**src/rtl/divider_ratio_detector_if.sv**
```systemverilog
// Signal bundle between a divided pulse source and the ratio detector.
interface divider_ratio_detector_if #(
  parameter int CNT_W = 5
);
  logic             pulse_in;
  logic [1:0]       sel_out;
  logic             locked;
  logic [CNT_W-1:0] period_out;
  logic             err_period;
  logic             err_timeout;

  modport master (
    output pulse_in,
    input  sel_out, locked, period_out, err_period, err_timeout
  );

  modport slave (
    input  pulse_in,
    output sel_out, locked, period_out, err_period, err_timeout
  );
endinterface

```
**src/rtl/divider_ratio_detector.sv**
```systemverilog
// Recovers the 2-bit divider select code from the spacing of rising edges on pulse_in;
// locks after two consecutive equal legal periods.
module divider_ratio_detector #(
  parameter int TIMEOUT = 16,
  parameter int CNT_W   = 5
) (
  input  logic                    clk,
  input  logic                    rst,
  divider_ratio_detector_if.slave bus
);

  typedef enum logic [1:0] {IDLE, MEASURE, CAND, LOCK} state_t;

  localparam logic [CNT_W-1:0] TMO = CNT_W'(TIMEOUT);

  state_t           state, state_d;
  logic             prev;
  logic [CNT_W-1:0] cnt, cnt_d;
  logic [1:0]       cand, cand_d;
  logic [1:0]       sel_q, sel_d;
  logic             locked_q, locked_d;
  logic [CNT_W-1:0] period_q, period_d;
  logic             errp_q, errp_d;
  logic             errt_q, errt_d;

  logic             edge_det;
  logic             legal;
  logic [1:0]       code;
  logic             timeout_hit;

  assign edge_det    = bus.pulse_in & ~prev;
  // An edge in the saturation cycle is measured as a period, never a timeout.
  assign timeout_hit = (cnt == TMO) && !edge_det && (state != IDLE);

  always_comb begin
    legal = 1'b1;
    code  = 2'b00;
    case (cnt)
      CNT_W'(2): code = 2'b01;
      CNT_W'(3): code = 2'b00;
      CNT_W'(4): code = 2'b10;
      CNT_W'(8): code = 2'b11;
      default:   legal = 1'b0;
    endcase
  end

  always_comb begin
    cnt_d = cnt;
    if (edge_det)
      cnt_d = CNT_W'(1);
    else if (cnt != TMO)
      cnt_d = cnt + CNT_W'(1);
  end

  always_comb begin
    state_d  = state;
    cand_d   = cand;
    sel_d    = sel_q;
    locked_d = locked_q;
    period_d = period_q;
    errp_d   = 1'b0;
    errt_d   = 1'b0;

    if (edge_det && state != IDLE)
      period_d = cnt;

    case (state)
      IDLE: begin
        if (edge_det) state_d = MEASURE;
      end
      MEASURE: begin
        if (edge_det) begin
          if (legal) begin
            state_d = CAND;
            cand_d  = code;
          end else begin
            errp_d = 1'b1;
          end
        end
      end
      CAND: begin
        if (edge_det) begin
          if (legal && code == cand) begin
            state_d  = LOCK;
            sel_d    = cand;
            locked_d = 1'b1;
          end else if (legal) begin
            cand_d = code;
          end else begin
            state_d = MEASURE;
            errp_d  = 1'b1;
          end
        end
      end
      LOCK: begin
        if (edge_det) begin
          if (legal && code != cand) begin
            state_d  = CAND;
            cand_d   = code;
            locked_d = 1'b0;
          end else if (!legal) begin
            state_d  = MEASURE;
            locked_d = 1'b0;
            errp_d   = 1'b1;
          end
        end
      end
      default: state_d = IDLE;
    endcase

    if (timeout_hit) begin
      state_d  = IDLE;
      locked_d = 1'b0;
      errt_d   = 1'b1;
    end
  end

  always_ff @(posedge clk) begin
    if (rst) begin
      state    <= IDLE;
      prev     <= 1'b1;
      cnt      <= '0;
      cand     <= '0;
      sel_q    <= '0;
      locked_q <= 1'b0;
      period_q <= '0;
      errp_q   <= 1'b0;
      errt_q   <= 1'b0;
    end else begin
      state    <= state_d;
      prev     <= bus.pulse_in;
      cnt      <= cnt_d;
      cand     <= cand_d;
      sel_q    <= sel_d;
      locked_q <= locked_d;
      period_q <= period_d;
      errp_q   <= errp_d;
      errt_q   <= errt_d;
    end
  end

  assign bus.sel_out     = sel_q;
  assign bus.locked      = locked_q;
  assign bus.period_out  = period_q;
  assign bus.err_period  = errp_q;
  assign bus.err_timeout = errt_q;

endmodule

```
**src/flat_wrapper.sv**
```systemverilog
// flat-port wrapper written by rule: the top's interface ports become plain ports
module divider_ratio_detector_flat 
#(
  parameter int TIMEOUT = 16,
  parameter int CNT_W   = 5
)
  (clk, rst, bus_pulse_in, bus_sel_out, bus_locked, bus_period_out, bus_err_period, bus_err_timeout);
  divider_ratio_detector_if #(.CNT_W(CNT_W)) bus_i ();
  input  logic clk;
  input  logic rst;
  input wire logic [$bits(bus_i.pulse_in)-1:0] bus_pulse_in;
  output wire logic [$bits(bus_i.sel_out)-1:0] bus_sel_out;
  output wire logic [$bits(bus_i.locked)-1:0] bus_locked;
  output wire logic [$bits(bus_i.period_out)-1:0] bus_period_out;
  output wire logic [$bits(bus_i.err_period)-1:0] bus_err_period;
  output wire logic [$bits(bus_i.err_timeout)-1:0] bus_err_timeout;
  assign bus_i.pulse_in = bus_pulse_in;
  assign bus_sel_out = bus_i.sel_out;
  assign bus_locked = bus_i.locked;
  assign bus_period_out = bus_i.period_out;
  assign bus_err_period = bus_i.err_period;
  assign bus_err_timeout = bus_i.err_timeout;
  divider_ratio_detector #(.TIMEOUT(TIMEOUT), .CNT_W(CNT_W)) u_core (.clk(clk), .rst(rst), .bus(bus_i));
endmodule
```
**config.mk**
```make
export PLATFORM = sky130hd
export DESIGN_NAME = divider_ratio_detector_flat
export DESIGN_NICKNAME = d
export VERILOG_FILES = /design/src/rtl/divider_ratio_detector_if.sv /design/src/rtl/divider_ratio_detector.sv /design/src/flat_wrapper.sv
export SDC_FILE = /design/constraint.sdc
export NUM_CORES = 1
export LEC_CHECK = 0
export ABC_AREA = 1
export CORE_MARGIN = 2
export CORE_UTILIZATION = 64
export DETAILED_ROUTE_END_ITERATION = 8
export DONT_BUFFER_PORTS = 1
export GPL_ROUTABILITY_DRIVEN = 0
export GPL_TIMING_DRIVEN = 0
export PLACE_DENSITY = 0.84
export SLEW_MARGIN = 20
export SYNTH_ARGS = -nofsm -noshare
export SYNTH_HDL_FRONTEND = slang
export SYNTH_SLANG_ARGS = --single-unit
```
**constraint.sdc**
```tcl
create_clock -name clk -period 3.54 [get_ports clk]
set_clock_uncertainty 0.05 [all_clocks]
set_input_delay 0.531 -clock clk [delete_from_list [all_inputs] [get_ports clk]]
set_output_delay 0.531 -clock clk [all_outputs]
set_load 0.02 [all_outputs]
```
==> results of run 1 <==
[layer usage]
metal  vias up  share of wire [%]  global-route usage (%)
met1       375                 46                   27.35
li1        423                  -                       -
met5         -                  0                       0
met2        19                 50                   39.39
met3         5                2.4                   2.553
met4         0                1.4                   7.273
[flip-flops by register name, summed over array words and instances (netlist names)]
signal                  count
u_core.bus.sel_out          2
u_core.bus.err_timeout      1
u_core.cnt                  5
u_core.prev                 1
u_core.bus.err_period       1
u_core.bus.period_out       5
u_core.cand                 2
u_core.bus.locked           1
u_core.state                2
[how the worst max path moves through the flow]
stage                                        end  cells after the start
floorplan           u_core.state[0]$_SDFFE_PP0P_                     13
global placement    u_core.state[0]$_SDFFE_PP0P_                     13
detailed placement  u_core.state[0]$_SDFFE_PP0P_                     13
CTS                  u_core.cand[0]$_SDFFE_PP0P_                     15
global route         u_core.cand[1]$_SDFFE_PP0P_                     15
finish              u_core.state[0]$_SDFFE_PP0P_                     13
[power by group]
group | internal (mW) | switching, mW | leakage, nW
logic | 0.0168 | 0.0345 | 0.255
clock network | 0.0628 | 0.0720 | 0.0210
registers | 0.230 | 0.00563 | 0.162
[synth_stat cells, drive strengths merged]
cell / instances
nor4: 2
o211ai: 1
nor2: 18
a21boi: 1
and3: 1
nand3: 6
buf: 2
nor3: 3
inv: 18
o21ai: 8
a21oi: 13
xor2: 1
nand4: 2
dfxtp: 20
ha: 3
nand2: 31
[worst max-delay path: cells and delay by family, from the launching register on]
family                   cells  cell delay, ps
flip-flops                   1             390
buffers and inverters        2             250
adder cells (fa/ha/maj)      1             210
AND/OR/NAND/NOR             10             740
[cells by family (layout without fill, tap and decap cells)]
kind of cell	Yosys count	count (layout)	share of synthesized area, %
and+or+nand+nor	63	63	33.08
buffers and inverters	20	24	8.846
AOI/OAI and AO/OA	23	23	12.31
adders and majority gates	3	3	3.847
DFF	20	20	41.03
xor gates and xnor gates	1	1	0.8976
[cell type report]
cell class                      instances  area, um^2
Buffer                                  2       16.27
Clock buffer                            4       36.28
Fill cell                             123       439.2
Inverter                               18       70.07
Multi-Input combinational cell         90       489.2
Sequential cell                        20       400.4
Tap cell                               16       20.02
==> results.txt, run 1 <==
Run status -> completed
Initial Util -> 66.33%
Crit share post-route -> 49.13%
Net Count, Synth -> 136
CP startpoint -> u_core.cnt[0]$_SDFFE_PP0N_
Slowest cell on crit path -> dfxtp_1
Max-Slew Margin vs Limit -> 71.87%
Cells on Worst Hold Path -> 2
Worst Path Required -> 3700 ps
Post-Place Cells -> 146
# nets final -> 141
Final Critical Period -> 1739 ps
Crit path top cell by count -> nand2_2
Reg2reg path depth -> 13
Global-route wire length before repair -> 3125 um
All-layer global routing usage -> 22.07%
Post-DP HPWL -> 1453 um
Internal reg-to-reg setup slack -> 1800 ps
Setup bufs post-CTS -> 0
TritonCTS clock tree -> done
Final setup vio count -> 0
R2R Path End -> u_core.state[0]$_SDFFE_PP0P_
Power per Cell Area -> 408.9 nW/um^2
PostCTS Resize Cnt -> 0
Synth top area cells -> dfxtp_1 41%, nand2_1 9.2%, a21oi_1 6.7%
CP endpoint kind -> flop
Hold buffers post-CTS -> 0
Final hold slack -> 283.2 ps
Setup TNS -> 0 ps
Worst r2r src -> u_core.cnt[0]$_SDFFE_PP0N_
Number of buffers created by CTS -> 3
Die area -> 1853 um^2
Die X -> 43.05 um
Commonest non-fill, non-tap cell in the layout -> nand2_1
I/O pins -> 13
Syn_area_per_cell -> 7.507 um^2
Synth top area share -> 41.03%
Root Driver -> clkbuf_4
CP arrival -> 1900 ps
Synthesized flop and latch total -> 20
Mean routed wirelength per cell -> 12.42 um
Min-Delay Startpoint -> bus_pulse_in
HP Class -> input port to flop
Final worst slack -> 1801 ps
Cells after synthesis -> 130
Crit-path max FO -> 5
Mapped cell area -> 975.9 um^2
Drt drc -> 0
Cell Count, Final, Fillers Out -> 150
Final wirelength -> 1863 um
Worst Path Class, Setup -> flop to flop
CTS Buffer Depth -> 2
Ys Warns -> 0
Die Span Y -> 43.05 um
Port buffer count -> 0
Seq/Total Area, Yosys -> 41.03%
Clk sinks -> 20
DP Area -> 996.0 um^2
Synth unique cells -> 26
Initial DRC Count -> 17
Slew Limit Fails -> 0
Fin. Hold Viols -> 0
Final instance area -> 1032 um^2
Hold path endpoint -> u_core.prev$_SDFF_PP1_
Clock Pin Slew Worst Setup and Hold Paths -> 120 ps
Synth area leader -> dfxtp_1
CP peak stage delay -> 390 ps
H-tree levels -> 1
Fmax -> 0.5750 GHz
CP Launch Type -> flop
Clock Latency Late Sink -> 300 ps
Leak -> 0.4383 nW
Share of cells above drive strength 1 -> 16.42%
Number of global-route vias before repair -> 764
CP Cell Sequence -> inv_1 > ha_1 > inv_1 > nor2_4 > nand2_1 > nand2_1 > nand2_1 > nand2_2 > nand2_2 > nand2_2 > nand2_2 > nand2_4 > and3_1
Grt ovf -> 0
Via density -> 5.480
Worst vdd ir -> 0.0002783 V
Std-Cell Rows -> 14
DRT antenna net count -> 0
First drt pass iteration count -> 4
Layout area overhead -> 5.769%
Antenna violations before repair -> 0
Max-cap violation count -> 0
DP Worst Slack -> 1827 ps
# diodes -> 0
RSZ-0062 raised after global routing -> false
Total core area -> 1471 um^2
Worst-margin pin slew -> 420.4 ps
Total number of vias -> 822
Largest net degree at the start of global routing -> 12
Finished Core Util -> 70.15%
Most frequent cells in the layout -> 24 x nand2_1, 20 x dfxtp_1, 15 x inv_1
Overall Power -> 422.1 uW
No activity file was read; power rests on OpenSTA's default activity.
==> run 2, diff against run 1 <==
- CORE_UTILIZATION: 64 -> 60
- PLACE_DENSITY: 0.84 -> 0.8
- clock period: 3.54 -> 1.6 ns (I/O delays scaled with it)
==> results.txt, run 2 (same netlist as run 1, synthesis figures left out) <==
Layout area overhead -> 17.95%
Fin. Hold Viols -> 0
Final Critical Period -> 1638 ps
Max-cap violation count -> 0
Failing checks -> setup timing
First drt pass iteration count -> 5
All-layer global routing usage -> 22.38%
# diodes -> 0
DP Area -> 996.0 um^2
Internal reg-to-reg setup slack -> -40 ps
TritonCTS clock tree -> done
I/O pins -> 13
Die X -> 44.33 um
Worst-margin pin slew -> 461.6 ps
Clock Pin Slew Worst Setup and Hold Paths -> 120 ps
Grt ovf -> 0
Final instance area -> 1151 um^2
Crit-path max FO -> 5
Leak -> 0.4737 nW
CP Launch Type -> flop
Final setup vio count -> 6
Total core area -> 1524 um^2
Power per Cell Area -> 952.6 nW/um^2
Final wirelength -> 2248 um
Commonest non-fill, non-tap cell in the layout -> nand2_1
Total number of vias -> 904
Final hold slack -> 67.09 ps
Via density -> 5.795
Worst vdd ir -> 0.0007741 V
Worst Path Class, Setup -> flop to flop
Slew Limit Fails -> 0
Share of cells above drive strength 1 -> 26.43%
Worst Path Required -> 1760 ps
Root Driver -> clkbuf_4
CP endpoint kind -> flop
Fillcell total -> 107
DRT antenna net count -> 0
Post-DP HPWL -> 1416 um
Max-Slew Margin vs Limit -> 69.12%
Finished Core Util -> 75.53%
Run status -> complete, but fails checks
Clock Latency Late Sink -> 300 ps
Antenna violations before repair -> 0
Largest net degree at the start of global routing -> 13
Number of global-route vias before repair -> 810
Std-Cell Rows -> 14
Mean routed wirelength per cell -> 14.41 um
Drt drc -> 0
CTS Buffer Depth -> 2
Clk sinks -> 20
Number of buffers created by CTS -> 3
Initial DRC Count -> 32
Initial Util -> 64.04%
Die area -> 1965 um^2
HP Class -> input port to flop
Most frequent cells in the layout -> 22 x nand2_1, 18 x dfxtp_1, 13 x nor2_1, 13 x a21oi_1, 12 x inv_1
# nets final -> 147
Die Span Y -> 44.33 um
Fmax -> 0.6105 GHz
RSZ-0062 raised after global routing -> true
H-tree levels -> 1
Final worst slack -> -38.08 ps
Global-route wire length before repair -> 3298 um
CP arrival -> 1800 ps
Port buffer count -> 0
Crit share post-route -> 102.4%
run 2: changes by cell type in the layout (fill, tap and decap cells not counted), sizes merged:
cell	change
buf	+5
dlygate4sd3	+1
clkbuf	-1
bufinv	+1
run 2: layout make-up:
cell class,count,area [um^2],share of cell area (%)
Buffer,2,18.77,1.630
Clock inverter,1,30.03,2.609
Multi-Input combinational cell,90,531.8,46.20
Tap cell,16,20.02,1.739
Timing Repair Buffer,6,47.55,4.130
Inverter,18,75.07,6.522
Sequential cell,20,405.4,35.22
Clock buffer,3,22.52,1.957
run 2: power breakdown:
group          total [mW]  switching (mW)  leakage, nW  internal, mW
Sequential          0.529          0.0179        0.163         0.511
Clock               0.415           0.162       0.0279         0.253
Combinational       0.153          0.0928        0.283        0.0604
run 2: per-stage QoR:
stage | total power [mW] | worst slack, ps | std cells | TNS [ps]
after global routing | 1.139 | -155.0 | 156 | -670.0
after detailed placement | 0.6453 | -93.97 | 146 | -377.9
after floorplan | 0.6247 | 65.94 | 130 | 0
final | 1.097 | -38.08 | 156 | -113.7
after CTS | 1.066 | 3.135 | 153 | 0
after global placement | 0.6400 | -43.74 | 146 | -135.0
run 2: final timing paths:
check / startpoint / endpoint / cells past startpoint
worst max-delay path: u_core.cnt[0]$_SDFFE_PP0N_ / u_core.cand[1]$_SDFFE_PP0P_ / 15
worst min-delay path: rst / u_core.cnt[0]$_SDFFE_PP0N_ / 2
worst max register to register: u_core.cnt[0]$_SDFFE_PP0N_ / u_core.cand[1]$_SDFFE_PP0P_ / 15
worst min register to register: u_core.cnt[0]$_SDFFE_PP0N_ / u_core.cnt[0]$_SDFFE_PP0N_ / 2
run 2: worst max-delay path, cell delays in order (launching register included):
cell	delay, ps
dfxtp_2	370
inv_4	90
ha_4	130
inv_2	50
nor2_4	130
nand2_2	70
nand2_2	80
nand2_1	60
nand2_2	90
nand2_4	60
nand2_2	60
nand2_2	70
nand2_4	100
nand2_1	50
nand2_1	60
nor2_1	40
run 2: timing repair:
action                                  4_1_cts  5_1_grt
buffers inserted                              2        3
pin swaps                                     0        5
endpoints found under the hold margin         1        0
endpoints found under the setup margin        6       12
hold buffers                                  1        0
resized for setup                             6       13
run 2: per-layer routing:
metal,share of wire [%],up-vias,wire (um),GRT usage (%)
met5,0,-,0,0
met4,2.0,0,46,6.061
met3,10,8,224,4.898
met2,48,56,1068,39.12
met1,40,403,908,27.69
li1,-,437,-,-
